File: config.mk
export PLATFORM = sky130hd
export DESIGN_NAME = stopwatch_timer
export DESIGN_NICKNAME = d
export VERILOG_FILES = /design/src/rtl/stopwatch_timer.sv
export SDC_FILE = /design/constraint.sdc
export NUM_CORES = 1
export LEC_CHECK = 0
export BUFFER_PORTS_ARGS = -buffer_cell sky130_fd_sc_hd__buf_2
export CORE_ASPECT_RATIO = 0.75
export CORE_MARGIN = 2
export CORE_UTILIZATION = 35
export CTS_BUF_LIST = sky130_fd_sc_hd__clkbuf_4 sky130_fd_sc_hd__clkbuf_8
export CTS_CLUSTER_SIZE = 28
export DETAILED_ROUTE_END_ITERATION = 8
export HOLD_SLACK_MARGIN = 0.15
export PLACE_DENSITY = 0.48
export SYNTH_ARGS = -nofsm -noshare
export SYNTH_HDL_FRONTEND = slang
export SYNTH_SLANG_ARGS = --single-unit
File: constraint.sdc
create_clock -name clk -period 5.5 [get_ports clk]
set_clock_uncertainty 0.2 [all_clocks]
set_input_delay 0.55 -clock clk [delete_from_list [all_inputs] [get_ports clk]]
set_output_delay 0.55 -clock clk [all_outputs]
set_load 0.05 [all_outputs]
File: src/rtl/stopwatch_timer.sv
// BCD stopwatch / countdown timer: {minutes, sec_tens, sec_ones, tenths} with
// start/stop, lap freeze, preload, sticky expiry and an up-count wrap pulse.
module stopwatch_timer #(
    parameter int TICK_DIV = 10_000_000,
    parameter int MIN_DIG  = 1,
    localparam int DW      = 4 * (3 + MIN_DIG)
) (
    input  logic          clk,
    input  logic          rst,
    input  logic          clr,
    input  logic          run_tog,
    input  logic          lap,
    input  logic          dir,
    input  logic          load,
    input  logic [DW-1:0] load_val,
    output logic [DW-1:0] disp_data,
    output logic          running,
    output logic          lap_active,
    output logic          expired,
    output logic          wrap
);

    localparam int NDIG = 3 + MIN_DIG;
    localparam int PW   = (TICK_DIV > 1) ? $clog2(TICK_DIV) : 1;

    typedef enum logic [1:0] {IDLE, RUN, PAUSE, EXPIRED} state_t;

    state_t        state, state_nx;
    logic [DW-1:0] count, count_nx, snapshot, snapshot_nx;
    logic [DW-1:0] count_inc, count_dec, load_clean;
    logic [PW-1:0] prescaler, prescaler_nx;
    logic          lap_nx, wrap_nx;
    logic          inc_carry, dec_borrow, tick;

    // Digit index 2 is sec_tens (0-5); every other digit is 0-9.
    function automatic logic [3:0] dig_lim(input int i);
        return (i == 2) ? 4'd5 : 4'd9;
    endfunction

    assign tick = (state == RUN) && (prescaler == PW'(TICK_DIV - 1));

    always_comb begin
        // NOTE: every variable gets a default before the loop so no path leaves it unassigned (no latch).
        count_inc  = count;
        count_dec  = count;
        load_clean = load_val;
        inc_carry  = 1'b1;
        dec_borrow = 1'b1;
        for (int i = 0; i < NDIG; i++) begin
            if (inc_carry) begin
                if (count[4*i +: 4] == dig_lim(i)) begin
                    count_inc[4*i +: 4] = 4'd0;
                end else begin
                    count_inc[4*i +: 4] = count[4*i +: 4] + 4'd1;
                    inc_carry = 1'b0;
                end
            end
            if (dec_borrow) begin
                if (count[4*i +: 4] == 4'd0) begin
                    count_dec[4*i +: 4] = dig_lim(i);
                end else begin
                    count_dec[4*i +: 4] = count[4*i +: 4] - 4'd1;
                    dec_borrow = 1'b0;
                end
            end
            if (load_val[4*i +: 4] > dig_lim(i))
                load_clean[4*i +: 4] = dig_lim(i);
        end
    end

    // Later assignments override earlier ones, giving clr > load > run_tog > tick.
    always_comb begin
        state_nx     = state;
        count_nx     = count;
        prescaler_nx = prescaler;
        snapshot_nx  = snapshot;
        lap_nx       = lap_active;
        wrap_nx      = 1'b0;

        if (state == RUN)
            prescaler_nx = tick ? '0 : prescaler + PW'(1);

        if (tick) begin
            if (!dir) begin
                count_nx = count_inc;
                wrap_nx  = inc_carry;
            end else if (count == '0) begin
                state_nx = EXPIRED;
            end else begin
                count_nx = count_dec;
                if (count_dec == '0)
                    state_nx = EXPIRED;
            end
        end

        if (run_tog) begin
            case (state)
                IDLE:    if (!(dir && count == '0)) state_nx = RUN;
                RUN:     if (state_nx != EXPIRED) state_nx = PAUSE;
                PAUSE:   state_nx = RUN;
                default: ;
            endcase
        end

        // Snapshot takes the pre-tick count when lap coincides with a tick.
        if (lap && (state == RUN || state == PAUSE)) begin
            if (!lap_active) begin
                snapshot_nx = count;
                lap_nx      = 1'b1;
            end else begin
                lap_nx      = 1'b0;
            end
        end

        if (load && state != RUN) begin
            state_nx     = PAUSE;
            count_nx     = load_clean;
            prescaler_nx = '0;
            lap_nx       = 1'b0;
            wrap_nx      = 1'b0;
        end

        if (clr) begin
            state_nx     = IDLE;
            count_nx     = '0;
            prescaler_nx = '0;
            lap_nx       = 1'b0;
            wrap_nx      = 1'b0;
        end
    end

    // NOTE: sequential state uses non-blocking assignments so all registers update together.
    always_ff @(posedge clk or posedge rst) begin
        if (rst) begin
            state      <= IDLE;
            count      <= '0;
            prescaler  <= '0;
            snapshot   <= '0;
            lap_active <= 1'b0;
            wrap       <= 1'b0;
        end else begin
            state      <= state_nx;
            count      <= count_nx;
            prescaler  <= prescaler_nx;
            snapshot   <= snapshot_nx;
            lap_active <= lap_nx;
            wrap       <= wrap_nx;
        end
    end

    assign disp_data = lap_active ? snapshot : count;
    assign running   = (state == RUN);
    assign expired   = (state == EXPIRED);

endmodule
==> results of run 1 <==
==> layout make-up <==
type                            count  area (sq um)  share of cell area (%)
Timing Repair Buffer               45         232.7                   4.849
Multi-Input combinational cell    394          2581                   53.78
Clock buffer                       12         158.9                   3.311
Inverter                           20         75.07                   1.564
Sequential cell                    60          1501                   31.28
Tap cell                          162         202.7                   4.223
Clock inverter                      4         47.55                  0.9906
==> flip-flops by register name (all words and copies together) (netlist names) <==
register and flops:
prescaler 24, state 2, lap_active 1, count 16, wrap 1, snapshot 16
==> worst paths after layout <==
kind / end / depth (start not counted)
max in group asynchronous: snapshot[9] / 3
worst min-delay path: prescaler[23] / 3
worst min register to register: snapshot[5] / 2
worst max register to register: count[4] / 7
worst max-delay path: count[4] / 7
min in group clk: count[1] / 3
==> critical path: stages, from the launching register on <==
cell and delay, ns:
dfrtp_1 0.49, inv_1 0.19, ha_1 0.31, or3b_2 0.59, nor4_2 0.55, and3b_1 0.27, a21oi_1 0.41, mux2i_1 0.24
==> cells by family after synthesis <==
family          after synthesis  synth area share (%)
compound gates              115                 17.89
xor+xnor                     25                 5.115
flops                        60                 35.08
buf+inv                      52                 4.765
mux                          21                 5.203
fa+ha+maj                    17                 4.969
simple gates                216                 26.98
==> layer usage <==
metal  wire (um)  global-route usage, %  part of all wire [%]  up-vias
li1            -                      -                     -     1890
met1        6715                  30.88                    55     1882
met2        4803                  26.70                    40       77
met3         458                  3.687                   3.8       13
met4         147                  5.351                   1.2        0
met5           0                      0                     0        -
==> cell usage in the layout, fill, tap and decap left out, types with 3 or more instances in the layout <==
cell type	n
a21oi_1	19
nand2_1	55
nor4b_1	3
or3b_2	3
nor2b_1	7
buf_2	42
nand3_1	15
clkbuf_8	11
a311o_1	3
o31ai_1	5
nor4_1	7
nand4_1	16
xor2_1	12
o32ai_1	3
dfrtp_1	60
nor3_1	16
nand2b_1	7
o21ai_0	37
a211oi_1	7
a31oi_1	5
nand3b_1	7
nor2_1	49
xnor2_1	13
nor3b_1	5
buf_4	3
mux2_2	10
and3_1	4
mux2i_1	11
inv_1	19
ha_1	17
o22ai_1	3
==> power breakdown <==
group	leakage [nW]	internal, mW	switching [mW]	total [mW]
logic	1.05	0.0955	0.184	0.280
clock network	0.106	0.238	0.188	0.426
registers	0.816	0.475	0.0385	0.513
==> metrics.cfg, run 1 <==
[run_status]
outcome = complete, no violations

[floorplanning]
initial_core_util_pct = 36.46
die_height_um = 99.77
die-width_um = 131.7
rows = 34
pin_count = 43
core_region_area_sq_mm = 0.01174
die-area_sq_mm = 0.01314

[final_layout]
final_cell_count_no_fill = 697
fillCellCount = 1200
finish.instance_area_sq_mm = 0.004800
syn_to_final_growth_pct = 12.13
final_core_util_pct = 40.88
final_nets = 570
antenna_cells = 0
drive_above_1_share_pct = 16.45

[placement]
dp_hpwl_um = 8677
pre_cts_ws_ns = 2.205
post-place-cells = 681
dpl_cell_area_sq_mm = 0.004593
place.gp.congestion = 0.8400
port_buffers = 42

[synth]
netlist_area_sq_mm = 0.004280
yosys.area.top_type = dfrtp_1
syn_area_per_cell_sq_um = 8.459
synthTopCellsByArea = dfrtp_1 35%, ha_1 5.0%, nand2_1 4.8%, o21ai_0 4.3%, nor2_1 4.3%
synth_common_cells = 60 x dfrtp_1, 55 x nand2_1, 49 x nor2_1
synthCells = 506
yosys_warnings = 0
synth_cell_types = 72
synth_async_sr_flop_share_pct = 100.0
synth_edf_count = 0
seq_area_frac_synth_pct = 35.08
yosysTopAreaCellShare_pct = 35.08
yosys_most_used_dff = dfrtp_1
yosysMostFrequentCell = dfrtp_1
synth_nets = 546
ys_ff_latch = 60

[routing]
drc_errors = 0
ant_nets = 0
drt_iter0_drc = 280
vias = 3862
wl_per_cell_um = 17.40
finalWirelength_um = 12130
via_per_inst = 5.541
dr.pass1.iters = 4

[timing]
worstMarginPinSlew_ns = 1.001
relSlewSlack_pct = 32.99
fmax_mhz = 300.9
whs_ns = 0.2262
hold_viol_final = 0
finalWorstPathRequiredPeriod_ns = 3.324
fin_crit_sh_pct = 60.43
rsz0062_at_grt = false
fin_setup_tns_ns = 0
setup_viol = 0
slew_violations = 0
layout_setup_ws_ns = 2.176

[worst_hold_path]
min_path_type = in2async

[grt]
grt_usage_pct = 19.54
grt_pass1_wl_um = 20270
grt_max_degree = 61
grt-ovfl-total = 0
grt_pass1_vias = 3649
antenna_found_initial = 0

[critical_path]
start_kind = register
crit_fanout = 9
cp.required_ns = 5.58
ff2ff_setup_slack_ns = 2.18
worstReg2RegStart = count[4]
startpoint = count[4]
end_kind = register
crit_arrival_ns = 3.40
criticalPathCategory = reg2reg

[clock_network]
cts_tree = built
ctsLongestPathBuffers = 2
cts.sinks = 60
clock_latency_ns = 0.36
numCtsBuffers = 9
clk_pin_slew_ns = 0.07
cts_resized = 0
htreeDepth = 3
cts-root-buf = clkbuf_8
cts_setup_buffers = 0
postCtsHoldBufs = 0

[power]
p_leak_nw = 1.967
power_density_mw_per_mm2 = 253.9
vdd_drop_max_uv = 103.6
power_mw = 1.219

[flow_run]
max_cap_viol_count = 0

No activity file was read; power rests on OpenSTA's default activity.
==> inputs of run 2 (changes only) <==
- clock period: 5.5 -> 3.1 ns (I/O delays scaled with it)
==> run 2 against run 1 <==
Final cell count grew 4.3%. Sequential power grew 74%. Total power grew 81%. Die area is the same. Via count grew 4.9%. Global-route usage shrank 0.12 points. Core utilization grew 2.2 points. First-iteration DRC count grew 2.1%. Critical endpoint is now count[13].
==> metrics.cfg, run 2 (same netlist as run 1, synthesis figures left out) <==
[power]
p_leak_nw = 2.114
power_density_mw_per_mm2 = 436.4
power_mw = 2.205
vdd_drop_max_uv = 168.4

[critical_path]
reg2regPathDepth = 7
r2r_end = count[13]
worstReg2RegStart = count[5]
crit_fanout = 9
crit_arrival_ns = 2.95
ff2ff_setup_slack_ns = 0.19
cp.required_ns = 3.14
end_kind = register
start_kind = register
criticalPathCategory = reg2reg

[floorplanning]
initial_core_util_pct = 36.46
die_height_um = 99.77
rows = 34
core_region_area_sq_mm = 0.01174
pin_count = 43
die-area_sq_mm = 0.01314
die-width_um = 131.7

[final_layout]
drive_above_1_share_pct = 19.12
largest_reg_flops = 24
layout_common_cells = 60 x dfrtp_1, 55 x nand2_1, 49 x nor2_1, 42 x buf_2, 37 x o21ai_0
fillCellCount = 1208
reg_top3 = prescaler x24, count x16, snapshot x16
regMostFlops = prescaler
antenna_cells = 0
final_common_cell = dfrtp_1
final_nets = 600
syn_to_final_growth_pct = 18.06
final_cell_count_no_fill = 727

[grt]
antenna_found_initial = 0
grt-ovfl-total = 0
grt_max_degree = 61
grt_pass1_wl_um = 20180
grt_usage_pct = 19.42
grt_pass1_vias = 3714

[routing]
via_per_inst = 5.574
ant_nets = 0
drt_iter0_drc = 286
dr.pass1.iters = 5
wl_per_cell_um = 17.13
finalWirelength_um = 12460
drc_errors = 0
vias = 4052

[worst_hold_path]
hold_path.startpoint = load_val[6]
whs_path_depth = 3
min_to = count[6]
min_path_type = in2reg

[timing]
fin_setup_tns_ns = 0
worstMarginPinSlew_ns = 0.8231
whs_ns = 0.1585
relSlewSlack_pct = 45.13
fin_crit_sh_pct = 93.93
finalWorstPathRequiredPeriod_ns = 2.912
slew_violations = 0
hold_viol_final = 0
rsz0062_at_grt = false
fmax_mhz = 343.4
setup_viol = 0
layout_setup_ws_ns = 0.1882

[run_status]
outcome = complete, no violations

[placement]
post-place-cells = 702
dp_hpwl_um = 8998
place.gp.congestion = 0.8458
pre_cts_ws_ns = 0.2315
port_buffers = 42

[clock_network]
cts-root-buf = clkbuf_8
clock_latency_ns = 0.35
ctsLongestPathBuffers = 2
cts_resized = 0
htreeDepth = 3
numCtsBuffers = 9
cts_tree = built
cts.sinks = 60
clk_pin_slew_ns = 0.07

[flow_run]
max_cap_viol_count = 0

run 2: cell count changes in the layout (fill, tap and decap cells not counted), sizes merged:
cell and change:
dlygate4sd3 +9, buf +21
run 2: final cells by class:
type / count / area [sq um] / area share, %
inverter: 20 / 75.07 / 1.486
clock inverter: 4 / 47.55 / 0.9408
tap: 162 / 202.7 / 4.011
timing repair buffer: 75 / 493.0 / 9.755
multi-input combinational: 394 / 2575 / 50.95
clock buffer: 12 / 158.9 / 3.144
sequential: 60 / 1501 / 29.71
run 2: power breakdown:
group / total [mW] / switching, mW / internal (mW)
Combinational: 0.559 / 0.358 / 0.202
Sequential: 0.894 / 0.0515 / 0.843
Clock: 0.752 / 0.331 / 0.421
Total: 2.21 / 0.740 / 1.47
run 2: timing repair:
action / 4_1_cts / 5_1_grt
setup buffers: 0 / 0
hold buffers: 9 / 0
hold endpoints to repair: 67 / 0
run 2: how the worst max path moves through the flow:
stage / start / to / depth (start not counted)
floorplan: state[1] / prescaler[21] / 8
global placement: count[5] / count[13] / 7
detailed placement: count[5] / count[13] / 7
CTS: count[5] / count[13] / 7
global route: count[5] / count[13] / 7
finish: count[5] / count[13] / 7
run 2: critical path, cell delays in order, from the launching register on:
cell and delay, ns:
dfrtp_1 0.44, inv_1 0.19, ha_1 0.28, or3b_2 0.59, nor3_1 0.41, mux2i_1 0.14
a311o_1 0.36, a22o_1 0.20
run 2: through the flow:
| step | area (sq um) | util, % |
|---|---|---|
| after floorplan | 4280 | - |
| after global placement | 4757 | 40.52 |
| after detailed placement | 4757 | 40.52 |
| after CTS | 5054 | 43.04 |
| after global routing | 5054 | 43.04 |
| final | 5054 | 43.04 |
run 2: routing by layer:
layer | part of all wire [%] | wire length, um | global-route usage (%)
met1 | 53 | 6547 | 30.06
met2 | 41 | 5138 | 27.31
met5 | 0 | 0 | 0
met3 | 4.9 | 608 | 3.687
met4 | 1.3 | 161 | 5.351
